--- config.mk ---
export PLATFORM = sky130hd
export DESIGN_NAME = booth_arbiter
export DESIGN_NICKNAME = d
export VERILOG_FILES = /design/src/rtl/booth_arbiter.sv
export SDC_FILE = /design/constraint.sdc
export NUM_CORES = 1
export LEC_CHECK = 0
export CAP_MARGIN = 20
export CORE_MARGIN = 4
export CORE_UTILIZATION = 40
export DETAILED_ROUTE_END_ITERATION = 8
export PLACE_DENSITY = 0.74
export SETUP_SLACK_MARGIN = 0.05
export SLEW_MARGIN = 0
export SYNTH_ARGS = -nofsm -noshare
export SYNTH_HDL_FRONTEND = slang
export SYNTH_SLANG_ARGS = --single-unit
--- constraint.sdc ---
create_clock -name clk -period 2.2 [get_ports clk]
set_input_delay 0.66 -clock clk [delete_from_list [all_inputs] [get_ports clk]]
set_output_delay 0.66 -clock clk [all_outputs]
set_load 0.05 [all_outputs]
--- src/rtl/booth_arbiter.sv ---
// Two-requester round-robin front end for a shared, externally clocked Booth multiplier.
// Latches the winner's operands, strobes load, and waits for booth_dv with a bounded timeout.
module booth_arbiter #(
  parameter int unsigned WIDTH   = 4,
  parameter int unsigned TIMEOUT = 16
) (
  input  logic               clk,
  input  logic               rst,
  input  logic               req0,
  input  logic               req1,
  input  logic [WIDTH-1:0]   a0,
  input  logic [WIDTH-1:0]   a1,
  input  logic [WIDTH-1:0]   b0,
  input  logic [WIDTH-1:0]   b1,
  output logic               gnt0,
  output logic               gnt1,
  output logic               done,
  output logic               done_id,
  output logic [2*WIDTH-1:0] result,
  output logic               timeout,
  output logic               load,
  output logic [WIDTH-1:0]   Multiplier,
  output logic [WIDTH-1:0]   Multiplicand,
  input  logic [2*WIDTH-1:0] Product,
  input  logic               booth_dv
);

  localparam int unsigned CntW = (TIMEOUT > 1) ? $clog2(TIMEOUT) : 1;

  typedef enum logic [1:0] {StIdle, StLoad, StWait, StResp} state_e;

  state_e             state_q, state_d;
  logic [CntW-1:0]    cnt_q, cnt_d;
  logic               prio_q, prio_d;
  logic               owner_q, owner_d;
  logic               gnt0_q, gnt0_d, gnt1_q, gnt1_d;
  logic               load_q, load_d;
  logic               done_q, done_d, done_id_q, done_id_d;
  logic               timeout_q, timeout_d;
  logic [2*WIDTH-1:0] result_q, result_d;
  logic [WIDTH-1:0]   mplier_q, mplier_d, mcand_q, mcand_d;
  logic               win;

  always_comb begin
    state_d   = state_q;
    cnt_d     = cnt_q;
    prio_d    = prio_q;
    owner_d   = owner_q;
    mplier_d  = mplier_q;
    mcand_d   = mcand_q;
    result_d  = result_q;
    done_id_d = done_id_q;
    gnt0_d    = 1'b0;
    gnt1_d    = 1'b0;
    load_d    = 1'b0;
    done_d    = 1'b0;
    timeout_d = 1'b0;
    win       = 1'b0;
    case (state_q)
      StIdle: begin
        if (req0 || req1) begin
          // Pointer only breaks ties; a lone requester always wins.
          win      = (req0 && req1) ? prio_q : req1;
          owner_d  = win;
          gnt0_d   = ~win;
          gnt1_d   = win;
          mplier_d = win ? a1 : a0;
          mcand_d  = win ? b1 : b0;
          load_d   = 1'b1;
          state_d  = StLoad;
        end
      end
      StLoad: begin
        cnt_d   = '0;
        state_d = StWait;
      end
      StWait: begin
        // A booth_dv seen on the first WAIT cycle may be left over from a previous op.
        if ((cnt_q != '0) && booth_dv) begin
          result_d  = Product;
          done_d    = 1'b1;
          done_id_d = owner_q;
          state_d   = StResp;
        end else if (cnt_q == CntW'(TIMEOUT - 1)) begin
          result_d  = '0;
          timeout_d = 1'b1;
          done_d    = 1'b1;
          done_id_d = owner_q;
          state_d   = StResp;
        end else begin
          cnt_d = cnt_q + CntW'(1);
        end
      end
      StResp: begin
        prio_d  = ~owner_q;
        state_d = StIdle;
      end
      default: state_d = StIdle;
    endcase
  end

  always_ff @(posedge clk or posedge rst) begin
    if (rst) begin
      state_q   <= StIdle;
      cnt_q     <= '0;
      prio_q    <= 1'b0;
      owner_q   <= 1'b0;
      gnt0_q    <= 1'b0;
      gnt1_q    <= 1'b0;
      load_q    <= 1'b0;
      done_q    <= 1'b0;
      done_id_q <= 1'b0;
      timeout_q <= 1'b0;
      result_q  <= '0;
      mplier_q  <= '0;
      mcand_q   <= '0;
    end else begin
      state_q   <= state_d;
      cnt_q     <= cnt_d;
      prio_q    <= prio_d;
      owner_q   <= owner_d;
      gnt0_q    <= gnt0_d;
      gnt1_q    <= gnt1_d;
      load_q    <= load_d;
      done_q    <= done_d;
      done_id_q <= done_id_d;
      timeout_q <= timeout_d;
      result_q  <= result_d;
      mplier_q  <= mplier_d;
      mcand_q   <= mcand_d;
    end
  end

  assign gnt0         = gnt0_q;
  assign gnt1         = gnt1_q;
  assign load         = load_q;
  assign done         = done_q;
  assign done_id      = done_id_q;
  assign timeout      = timeout_q;
  assign result       = result_q;
  assign Multiplier   = mplier_q;
  assign Multiplicand = mcand_q;

endmodule

**Yosys cells after proc, flatten, opt, wreduce, memory -nomap -nowiden**

Cells that the tools add are included.

- Memory bits (writable): 0
- Output and inout port bits: 22
- Input port bits: 29
- Latch bits: 0
- Memory bits (read-only): 0
- Flip-flop bits (word level): 30
- Memories: 0
- Logic and storage cells: 60

- Mux-type cells: 25
- Multiply operators: 0
- Reduce and logical (&&, ||, !) cells: 11
- Equal/unequal tests: 8
- Div/mod/pow operators: 0
- Bitwise logic cells: 2
- $add $sub $neg: 1
- Magnitude comparators: 0
- Shift-type cells: 0

Operator list:

| operator | number |
|---|---|
| $mux W4 | 4 |
| $mux W8 | 2 |
| $mux W1 | 14 |
| $pmux W2 S4 | 1 |
| $pmux W4 S2 | 1 |
| $mux W2 | 3 |
| $ne A2 B2 Y1 const B | 3 |
| $reduce_and A2 Y1 | 3 |
| $add A4 B1 Y4 const B | 1 |
| $eq A2 B2 Y1 const B | 2 |
| $eq A4 B4 Y1 const B | 1 |
| $reduce_bool A2 Y1 | 2 |
| $reduce_bool A4 Y1 | 1 |
| $ne A3 B3 Y1 const B | 1 |
| $reduce_and A3 Y1 | 1 |
| $eq A2 B1 Y1 const B | 1 |
| $logic_and A1 B1 Y1 | 2 |
| $logic_not A2 Y1 | 1 |
| $not A1 Y1 | 2 |
| $logic_or A1 B1 Y1 | 1 |

**Logic depth before layout (Yosys ltp)**

- Word-level depth: 5
- Depth in mapped cells: 7
- Gate-level depth less buffers: 6

**Worst setup path after synthesis**

OpenSTA, ideal clock, no wires.

- Path type: input to register
- From: in booth_dv
- To: reg state_q[1]
- Required time: 2.075 ns
- Stages on the path: 5
- Setup time: 0.125 ns
- Arrival: 1.675 ns
- Slack: 0.401 ns
- Buffers on the path: 1
- Path through: buf_2 a21o_1 a221oi_2 a21oi_1 mux2_2

- Word-level cells in the longest chain between the ends: 3
- Elaborated cells on any way between the ends: 5
- Those cells by class: eq/ne: 1; mux: 2; reduce/logical: 2

Ends and longest elaborated chain:

| element | line | text |
|---|---|---|
| start: declaration | 25 | `input logic booth_dv` |
| $logic_and A1 B1 Y1 (*) | 79 | `if ((cnt_q != '0) && booth_dv) begin` |
| $mux W2 or $ne A3 B3 Y1 (tied branches) | - |  |
| $pmux W2 S4 or $reduce_and A2 Y1 (tied branches) | - |  |
| end signal: assignment | 104 | `state_q <= StIdle;` |
| end signal: assignment | 118 | `state_q <= state_d;` |
| end: declaration | 32 | `state_e state_q, state_d;` |

Mark *: on every way between the ends. The rest lies on a longest branch, timed or not.
A chain may end at the register's enable or synchronous reset.

**Worst setup path in the final report**

- From: in booth_dv
- To: reg done_id_q (netlist: done_id)

- Word-level cells in the longest chain between the ends: 3
- Elaborated cells on any way between the ends: 4
- Those cells by class: mux: 1; reduce/logical: 3

Ends and longest elaborated chain:

| element | line | text |
|---|---|---|
| $logic_and A1 B1 Y1 (*) | 79 |  |
| $reduce_bool A2 Y1 (no line) | - |  |
| $reduce_and A2 Y1 (no line) | - |  |
| end signal: assignment | 126 | `done_id_q <= done_id_d;` |
| end: declaration | 38 | `logic done_q, done_d, done_id_q, done_id_d;` |

Marked as above.

==> reports/results.ini <==
[run_status]
status = complete, no violations

[global_route]
antenna_found_initial = 0
track_usage_pct = 16.3
gr-max-usage-layer = met2
use_met2_pct = 28.5
grt_pass1_vias = 1152
met1_usage_pct = 17.4
grt_max_degree = 31
met3_usage_pct = 6.29
grt_pass1_wl_mm = 5.29
overflow = 0

[synthesis]
async_flop_share_pct = 100
ys.flop_type = dfrtp_1
ys_ff_latch = 30
synth_edf_count = 0
synthMuxAreaShare_pct = 8.63
synth_compound_area_share_pct = 16.0
synth-simple-area-share_pct = 9.28
synthAdderAreaFrac_pct = 5.57
yosys_warnings = 0
syn_area_per_cell_um2 = 11.2
syn_nets = 155
postSynthCellCount = 120
ys_types = 29
yosysSeqAreaShare_pct = 55.7
mappedNetlistArea_um2 = 1350
synth_xor_area_share_pct = 0
synth_top_family_by_area = compound AO/OA/AOI/OAI gates

[layout]
layout_common_cells = 30 x dfrtp_1, 28 x clkdlybuf4s50_1, 17 x nand2_1
layout_commonest_cell = dfrtp_1
n_fill_cell = 259
final_layout_size_suffix_gt1_share_pct = 10.5
final_nets = 215
final_area_um2 = 1990
syn2layout_area_growth_pct = 47.6
antennaDiodeCount = 0

[timing]
finalCriticalPeriod_ns = 1.99
tightest_slew_ns = 0.518
max_clock_freq_mhz = 503
finalHoldViolations = 0
fin_crit_sh_pct = 90.3
rsz0062_at_grt = false
setup_viol = 0
slew_headroom_pct = 65.4
fin_skew_ns = 0.00599
hold_ws_ns = 0.481
slew_violations = 0

[detailed_routing]
first_pass_iters = 4
wl_per_cell_um = 14.1
drc = 0
vias = 1097
wl_mm = 3.17
ant_nets = 0
vias_per_cell = 4.88
initialDrtViolationCount = 35

[critical_path]
critPathLaunchType = primary input
worst_path_max_delay_cell = clkdlybuf4s50_1
crit_buf_inv = 1
crit_arrival_ns = 2.20
rrSetupSlack_ns = 0.27
cp_max_fo = 10
worstPathCellList = clkdlybuf4s50_1, a21oi_1, or3_1, mux2_4
crit_path_max_incr_delay_ns = 0.57
required_ns = 2.41
crit_type = primary input to flop
cp_top_family = buffers and inverters
endpoint_kind = flop

[power_and_ir_drop]
leakage_nw = 1.10
seqPwrFrac_pct = 32.7
max-vdd-ir-drop_uv = 551
p_switching_mw = 1.37
internal_power_mw = 1.49
p_clk_share_pct = 11.7
combPwrFrac_pct = 55.6
p_sw_share_pct = 48.0
power_density_nw_per_um2 = 1440

[clocking]
htreeDepth = 2
clock_path_buffers = 2
insertion_delay_ns = 0.33
clock-sinks = 30
cts_made_buffers = 5
postCtsSetupRepairBufs = 0
cts.clk_slew.worst_paths_ns = 0.09
clockRootBuffer = clkbuf_4
cts_tree = built
holdBufCountCts = 0

[worst_hold_path]
hold_path_class = flop to flop

[floorplan]
core_um2 = 3130
start_util_pct = 43.1
die_x_um = 66.1
fp-row-count = 20
die_h_um = 66.1
die_area_um2 = 4370
pin_count = 51

[placement]
placed_area_um2 = 1930
hpwl_mm = 2.47
portBuffers = 50
place_congestion = 0.792

[flow_run]
drv_cap = 0

[synthesized netlist by cell type (2+ instances only)]
| cell | number | area share (%) |
|---|---|---|
| dfrtp_1 | 30 | 56 |
| nand2_1 | 17 | 4.7 |
| inv_1 | 11 | 3.1 |
| o21ai_0 | 11 | 4.1 |
| mux2i_1 | 9 | 6.7 |
| a22o_1 | 8 | 5.2 |
| ha_1 | 6 | 5.6 |
| nand3_1 | 3 | 1.1 |
| a21o_1 | 2 | 1.1 |
| a21oi_1 | 2 | 0.74 |
| buf_2 | 2 | 0.74 |
| nor2_1 | 2 | 0.56 |
[repair_timing]
action / in CTS / in global routing
gates resized for setup: 15 / 7
pin swaps: 0 / 0
endpoints found under the setup margin: 15 / 7
[power groups by stage]
stage                     Sequential, mW  Combinational (mW)  Clock (mW)
after detailed placement           0.954                1.70           0
after floorplan                     1.54               0.511           0
after CTS                          0.936                1.61       0.346
after global placement             0.938                1.64           0
after global routing               0.975                1.70       0.378
final                              0.934                1.59       0.335
[worst min-delay path, cell delays in order, from the launching register on]
cell     delay [ns]
dfrtp_1        0.35
nand2_1        0.04
o21ai_0        0.06
[logic make-up (layout without fill, tap and decap cells)]
| logic type | count (synthesis) | in the layout |
|---|---|---|
| mux | 11 | 11 |
| simple gates | 28 | 28 |
| flops | 30 | 30 |
| fa+ha+maj | 6 | 6 |
| compound gates | 30 | 30 |
| buf+inv | 15 | 76 |
[path summary, 6_finish.rpt]
kind | startpoint | endpoint | cells after the start
worst max-delay path | booth_dv | done_id | 4
max in group asynchronous | rst | result[4] | 3
worst min-delay path | Multiplicand[2] | Multiplicand[2] | 2
min in group asynchronous | rst | Multiplicand[3] | 3
worst max register to register | state_q[0] | done_id | 5
worst min register to register | Multiplicand[2] | Multiplicand[2] | 2
[sequential cells by signal, indices dropped and copies added, names as in the netlist]
register / flops
result: 8
Multiplicand: 4
Multiplier: 4
cnt_q: 4
state_q: 2
done: 1
done_id: 1
gnt0: 1
gnt1: 1
load: 1
owner_q: 1
prio_q: 1
timeout: 1
[per-layer routing]
layer / share of wire (%) / up-vias
li1: - / 535
met1: 39 / 518
met2: 51 / 38
met3: 8.5 / 6
met4: 1.8 / 0
met5: 0 / -
[through the flow]
| step | setup slack, ns | TNS (ns) | power [mW] | instances | utilization (%) |
|---|---|---|---|---|---|
| floorplan | 0.401 | 0 | 2.05 | 120 | - |
| global placement | -0.0631 | -0.0631 | 2.58 | 217 | 61.8 |
| global route | 0.0995 | 0 | 3.06 | 225 | 63.6 |
| detailed placement | -0.124 | -0.669 | 2.65 | 217 | 61.8 |
| finish | 0.213 | 0 | 2.86 | 225 | 63.6 |
| CTS | 0.0535 | 0 | 2.89 | 225 | 63.1 |
[cell type report]
cell class | count | area [um^2] | area share, %
clock inverter | 1 | 5.00 | 0.251
timing repair buffer | 57 | 552 | 27.7
tap | 44 | 55.1 | 2.77
sequential | 30 | 751 | 37.7
multi-input combinational | 75 | 532 | 26.7
clock buffer | 7 | 55.1 | 2.77
inverter | 11 | 41.3 | 2.07
Power figures use the tool's default switching activity.
==> edit: new RTL, same flow settings <==
`TIMEOUT`: 16 -> 32.
--- a/src/rtl/booth_arbiter.sv
+++ b/src/rtl/booth_arbiter.sv
@@ -4,3 +4,3 @@
   parameter int unsigned WIDTH   = 4,
-  parameter int unsigned TIMEOUT = 16
+  parameter int unsigned TIMEOUT = 32
 ) (
Formal check against the unedited RTL: no difference found for any inputs over 10 cycles, from zero or initial values and one cycle with rst high; that may be too few to reach the edited logic, so the function may still have changed.
==> edit against the unedited design <==
Routed wire length is 4.2% higher. Setup slack worse by 0.11 ns. Power up 14%. Area after synthesis is 9.4% higher. Count of clock-buffer cells in the layout is 1 higher. Final area up 8.3%. Clock skew shrank 0.0045 ns. Sequential cell count increased by 1.
==> edit: results (changes against the unedited design) <==
| Metric | Value |
|---|---|
| Dpl cell area | `0.00205 sq mm (+6.3%)` |
| CP max stage delay | `0.82 ns (+0.25 ns)` |
| Routed len/inst | `13.8 um (-1.9%)` |
| Initial DRC Count | `66 (+89%)` |
| Vias in the first global route | `1282 (+11%)` |
| Total Nets Final | `229 (+6.5%)` |
| Multiplexer share of the synthesized area | `10.6% (+2.0 points)` |
| Synth Area in Compound Gates | `10.4% (-5.5 points)` |
| Share of cells above drive strength 1 | `10.4% (-0.13 points)` |
| Sw Ratio | `44.6% (-3.4 points)` |
| Hold Path Sink | `prio_q` |
| Core Util, Final | `62.6% (-1.0 points)` |
| Crit path max fanout | `2 (-8)` |
| Worst slew margin | `60.6% (-4.8 points)` |
| Fraction of the mapped netlist area in adder cells | `6.79% (+1.2 points)` |
| Post_cts resized | `0 (-15)` |
| Crit path from | `Multiplier[1]` |
| Hold Crit Depth | `1 (-1)` |
| Pin count of the biggest net entering global routing | `32 (+3.2%)` |
| Layout Skew | `0.00148 ns (-0.00451 ns)` |
| Root buffer cell | `clkbuf_8` |
| DP HPWL | `2570 um (+4.2%)` |
| Commonest cells in the netlist | `dfrtp_1 (31), inv_1 (19), nand2_1 (15), mux2i_1 (13)` |
| # fillers | `294 (+14%)` |
| First-pass GRT wire length | `5440 um (+2.9%)` |
| Post-synthesis sequential area ratio | `52.6% (-3.1 points)` |
| Status | `finished, final reports clean` |
| Maximum vdd ir drop | `0.490 mV (-11%)` |
| Reg2Reg Capture Point | `state_q[1]` |
| Largest cells by area after synthesis | `dfrtp_1 (53%), mux2i_1 (8.8%), ha_1 (6.8%)` |
| M2 GR Usage | `27.2% (-1.4 points)` |
| Reg2reg setup slack | `0.14 ns (-0.13 ns)` |
| Metal-1 WL | `1350 um (+10%)` |
| Met3 Use GR | `3.73% (-2.6 points)` |
| Clk slew on worst S/H paths | `0.06 ns (-0.03 ns)` |
| Routability cong. | `0.799 (+0.88%)` |
| Clock Power Share | `14.7% (+3.0 points)` |
| Logic power comb | `1.81 mW (+14%)` |
| Critical Path End | `Multiplier[1]` |
| Arr. time, crit path | `1.44 ns (-0.76 ns)` |
| Worst hold start | `owner_q` |
| Via density | `4.84 (-0.71%)` |
==> edit: metrics by stage <==
| stage | TNS [ns] | setup slack (ns) | hold WS (ns) | total power [mW] | std cells |
|---|---|---|---|---|---|
| 6_report | 0 | 0.0987 | 0.492 | 3.27 | 239 |
| 5_1_grt | 0 | 0.0559 | 0.516 | 3.49 | 239 |
| 4_1_cts | 0 | 0.0716 | 0.493 | 3.31 | 239 |
| 3_5_place_dp | -0.0481 | -0.0189 | 0.492 | 2.82 | 231 |
| 3_3_place_gp | 0 | 0.0517 | 0.474 | 2.75 | 231 |
| 2_1_floorplan | 0 | 0.257 | 0.440 | 2.24 | 133 |
==> edit: layout make-up <==
| type | instances | share of cell area, % |
|---|---|---|
| flip-flops and latches | 31 | 36.0 |
| multi-input cells | 80 | 28.6 |
| repair buffers | 55 | 24.8 |
| clock buffers | 8 | 4.64 |
| inverters | 19 | 3.31 |
| well taps | 46 | 2.67 |
